## src/rtl/day_of_week_controller.sv

```systemverilog
// Day-of-week sequencer: advances on midnight ticks in RUN, lets the user step the
// day in SET while the display blinks. day_code 15 blanks the day decoder.
module day_of_week_controller #(
   parameter int BLINK_HALF = 25_000_000
) (
   input  logic       clk,
   input  logic       reset,
   input  logic       day_tick,
   input  logic       set_btn,
   input  logic       inc_btn,
   output logic [3:0] day_code,
   output logic       week_tick,
   output logic       setting
);

   localparam int CW = $clog2(BLINK_HALF);
   localparam logic [CW-1:0] CNT_MAX = CW'(BLINK_HALF - 1);
   localparam logic [3:0] CODE_BLANK = 4'd15;

   typedef enum logic {RUN, SET} mode_t;

   mode_t         mode_reg, mode_next;
   logic [2:0]    day_reg, day_next;
   logic [CW-1:0] blink_cnt_reg, blink_cnt_next;
   logic          blink_on_reg, blink_on_next;
   logic          set_prev_reg, inc_prev_reg;
   logic [3:0]    day_code_reg, day_code_next;
   logic          week_tick_reg, week_tick_next;
   logic          setting_reg, setting_next;
   logic          set_edge, inc_edge;

   // A stray 7 also folds back to 0 on the next advance.
   function automatic logic [2:0] advance(input logic [2:0] d);
      return (d >= 3'd6) ? 3'd0 : d + 3'd1;
   endfunction

   assign set_edge = set_btn & ~set_prev_reg;
   assign inc_edge = inc_btn & ~inc_prev_reg;

   always_comb begin
      mode_next      = mode_reg;
      day_next       = day_reg;
      blink_cnt_next = blink_cnt_reg;
      blink_on_next  = blink_on_reg;
      week_tick_next = 1'b0;
      case (mode_reg)
         RUN: begin
            blink_cnt_next = '0;
            blink_on_next  = 1'b1;
            if (day_tick) begin
               day_next       = advance(day_reg);
               week_tick_next = (day_reg == 3'd6);
            end
            if (set_edge)
               mode_next = SET;
         end
         default: begin
            // Leaving SET takes priority over a simultaneous increment.
            if (set_edge) begin
               mode_next      = RUN;
               blink_cnt_next = '0;
               blink_on_next  = 1'b1;
            end else if (inc_edge) begin
               day_next       = advance(day_reg);
               blink_cnt_next = '0;
               blink_on_next  = 1'b1;
            end else if (blink_cnt_reg == CNT_MAX) begin
               blink_cnt_next = '0;
               blink_on_next  = ~blink_on_reg;
            end else begin
               blink_cnt_next = blink_cnt_reg + CW'(1);
            end
         end
      endcase
      setting_next  = (mode_next == SET);
      day_code_next = (setting_next && !blink_on_next) ? CODE_BLANK : {1'b0, day_next};
   end

   always_ff @(posedge clk or posedge reset) begin
      if (reset) begin
         mode_reg      <= RUN;
         day_reg       <= 3'd0;
         blink_cnt_reg <= '0;
         blink_on_reg  <= 1'b1;
         set_prev_reg  <= 1'b1;
         inc_prev_reg  <= 1'b1;
         day_code_reg  <= 4'd0;
         week_tick_reg <= 1'b0;
         setting_reg   <= 1'b0;
      end else begin
         mode_reg      <= mode_next;
         day_reg       <= day_next;
         blink_cnt_reg <= blink_cnt_next;
         blink_on_reg  <= blink_on_next;
         set_prev_reg  <= set_btn;
         inc_prev_reg  <= inc_btn;
         day_code_reg  <= day_code_next;
         week_tick_reg <= week_tick_next;
         setting_reg   <= setting_next;
      end
   end

   assign day_code  = day_code_reg;
   assign week_tick = week_tick_reg;
   assign setting   = setting_reg;

endmodule
```

## config.mk

```make
export PLATFORM = sky130hd
export DESIGN_NAME = day_of_week_controller
export DESIGN_NICKNAME = d
export VERILOG_FILES = /design/src/rtl/day_of_week_controller.sv
export SDC_FILE = /design/constraint.sdc
export NUM_CORES = 1
export LEC_CHECK = 0
export ABC_CLOCK_PERIOD_IN_PS = 4000
export BUFFER_PORTS_ARGS = -buffer_cell sky130_fd_sc_hd__buf_4
export CORE_ASPECT_RATIO = 1.75
export CORE_MARGIN = 2
export CORE_UTILIZATION = 59
export DETAILED_ROUTE_END_ITERATION = 12
export GPL_ROUTABILITY_DRIVEN = 0
export PLACE_DENSITY_LB_ADDON = 0.1
export SYNTH_ARGS = -nofsm -noshare
export SYNTH_HDL_FRONTEND = slang
export SYNTH_SLANG_ARGS = --single-unit
```

## constraint.sdc

```tcl
create_clock -name clk -period 4 [get_ports clk]
set_input_delay 0.8 -clock clk [delete_from_list [all_inputs] [get_ports clk]]
set_output_delay 0.8 -clock clk [all_outputs]
set_load 0.005 [all_outputs]
```

==> reports/qor.yml <==
rsz0062_at_grt: "false"
multi_input_area_sq_um: 766
worstSetupStartpointType: "flop"
p_leak_nw: 0.813
cts_root_buf: "clkbuf_8"
io_pins: 11
grt_antenna_before_repair: 0
min_path_type: "reg2reg"
ys_seq_area_frac: 0.527
synth_xor_area_frac: 0.124
clock-sinks: 37
p_sw_uw: 251
hold_viol_final: 0
min_period_ns: 2.30
tightest_slew_ns: 0.862
synth_commonest_cells: "34 x dfrtp_1, 29 x nor2_1, 17 x xnor2_1, 9 x inv_1"
synth_fp_nets: 174
antenna_cells: 0
syn_inst: 166
synth_seq_cells: 37
regToRegStartpoint: "blink_cnt_reg[18]$_DFF_PP0_"
max-cap-violations: 0
totalWireLength_um: 3040
vias: 1176
clock_latency_ns: 0.29
wl_per_cell_um: 14.6
fmax_ghz: 0.434
synth_edf_count: 0
clk_path_buf_depth: 2
synthAdderAreaFrac: 0.0213
pwr-share-seq: 0.477
fin_util: 0.679
grt_pass1_wl_um: 5540
r2r_cells: 5
final_layout_size_suffix_gt1_frac: 0.177
grt_max_degree: 37
yosys_warnings: 0
placementRows: 26
reg2reg_setup_slack_ns: 1.70
internal-power_uw: 691
cts_tree: "done"
port_buffers: 10
grt_use_total: 0.218
path_max_fanout: 25
path_class: "reg2reg"
power.density_nw_per_um2: 479
finalCritPeriodShare: 0.575
synth_top_cell_area_share: 0.483
largest_reg_flops: 25
r2r-end: "blink_cnt_reg[6]$_DFF_PP0_"
nFillCells: 228
synth.cell_area_sq_um: 1760
status: "complete, no violations"
peakVddDrop_mv: 0.389
cts_made_buffers: 5
synth_cell_types: 32
combPwrFrac: 0.169
clkPwrFrac: 0.354
syn_area_per_cell_sq_um: 10.6
final_max_slew_viol_count: 0
cts-resized-gates: 0
synth_area_leaders: "dfrtp_1 48%, xnor2_1 8.4%, nor2_1 6.2%"
setup.worst_path.end: "blink_cnt_reg[6]$_DFF_PP0_"
cts_post_setup_buffers_inserted: 0
overflow: 0
synth_flop_cell: "dfrtp_1"
cts_hold_buf: 0
max_slew_margin: 0.426
regArea_sq_um: 930
core_sq_um: 2900
synthMuxAreaShare: 0
yosysMostFrequentCell: "dfrtp_1"
p_sw_frac: 0.266
drc: 0
setup_violations: 0
yosysTopAreaCell: "dfrtp_1"
synth-simple-area-share: 0.248
chipHeight_um: 76.3
area_growth_syn_to_layout_pct: 11.6
critPathCaptureType: "flop"
first_global_vias: 1295
async_reset_ff_frac: 1.00
drt-initial-drc-count: 33
cp_data_required_time_ns: 4.13
drtPass1Iterations: 4
critPathLaunch: "blink_cnt_reg[18]$_DFF_PP0_"
clkTransAtPathRegs_ns: 0.07
fp.dieW_um: 45.3
start_util: 0.609
htreeDepth: 2
drtAntennaViolNets: 0
dp_hpwl_um: 2210
viasPerCell: 5.63
finClkSkew_ns: 0.00723
crit_arrival_ns: 2.43
finalNetCount: 188
synth_compound_area_frac: 0.0405
dieArea_sq_um: 3460
setup_tns_ns: 0
synth_top_family_by_area: "simple AND/OR/NAND/NOR gates"
worst min-delay path by stage:
stage                                           from                    endpoint  slack [ns]  depth (start not counted)
after floorplan           blink_cnt_reg[0]$_DFF_PP0_  blink_cnt_reg[0]$_DFF_PP0_        0.43                          1
after global placement    blink_cnt_reg[0]$_DFF_PP0_  blink_cnt_reg[0]$_DFF_PP0_        0.44                          1
after detailed placement  blink_cnt_reg[0]$_DFF_PP0_  blink_cnt_reg[0]$_DFF_PP0_        0.46                          1
after CTS                 blink_cnt_reg[0]$_DFF_PP0_  blink_cnt_reg[0]$_DFF_PP0_        0.48                          1
after global routing      blink_cnt_reg[0]$_DFF_PP0_  blink_cnt_reg[0]$_DFF_PP0_        0.50                          1
final                     blink_cnt_reg[0]$_DFF_PP0_  blink_cnt_reg[0]$_DFF_PP0_        0.47                          1
placed cells by master, fill, tap and decap left out:
cell type	instances
a211oi_1	2
nor4_2	5
and4b_1	1
dfrtp_1	34
bufinv_16	1
nand2b_1	2
xor2_1	8
nor3_1	4
or3_1	2
o21ai_1	2
ha_1	3
nor2_1	29
and4_1	2
or2_1	2
nand4_1	4
nand3_1	8
nand2_1	8
buf_4	11
nor2_2	2
dfstp_2	3
nor2b_1	1
nand3_2	1
xnor2_1	17
and3_1	2
clkinvlp_4	1
a21o_1	2
a41oi_1	1
nor4_1	2
inv_1	9
clkbuf_8	6
nor4b_1	1
nand4_2	1
o21bai_1	3
or4_4	1
cell families after synthesis:
family / after synthesis
flip-flops: 37
AND/OR/NAND/NOR: 78
adder cells (fa/ha/maj): 3
AO/OA/AOI/OAI: 10
XOR/XNOR: 25
buffers and inverters: 13
stage by stage:
step | setup WS, ns | power [mW] | hold WS [ns] | instances | cell area (sq um)
6_report | 1.70 | 0.942 | 0.471 | 209 | 1970
5_1_grt | 1.46 | 0.992 | 0.503 | 209 | 1970
4_1_cts | 1.66 | 0.952 | 0.480 | 209 | 1970
3_5_place_dp | 1.69 | 0.621 | 0.464 | 201 | 1850
3_3_place_gp | 1.78 | 0.614 | 0.443 | 201 | 1850
2_1_floorplan | 2.23 | 0.567 | 0.432 | 166 | 1760
metal layers:
| metal | share of wire | global-route usage | wire, um |
|---|---|---|---|
| met1 | 0.38 | 0.246 | 1170 |
| met2 | 0.58 | 0.376 | 1750 |
| met3 | 0.020 | 0.0498 | 60 |
| met4 | 0.019 | 0.0853 | 59 |
| met5 | 0 | 0 | 0 |
critical path, cell delays in order, from the launching register on:
cell and delay, ns:
dfrtp_1 0.41, nand3_2 0.12, or3_1 0.39, nor4_2 0.37, or2_1 0.72, nor2_1 0.12
power groups by stage:
stage	registers, mW	logic [mW]	clock network (mW)
6_report	0.450	0.159	0.333
5_1_grt	0.455	0.181	0.355
4_1_cts	0.450	0.164	0.338
3_5_place_dp	0.457	0.164	0
3_3_place_gp	0.454	0.159	0
2_1_floorplan	0.452	0.115	0
layout make-up:
cell class / count / area share
Sequential cell: 37 / 0.473
Tap cell: 28 / 0.0178
Clock buffer: 6 / 0.0420
Timing Repair Buffer: 11 / 0.0420
Multi-Input combinational cell: 116 / 0.389
Clock inverter: 2 / 0.0191
Inverter: 9 / 0.0172
No activity file was read; power rests on OpenSTA's default activity.
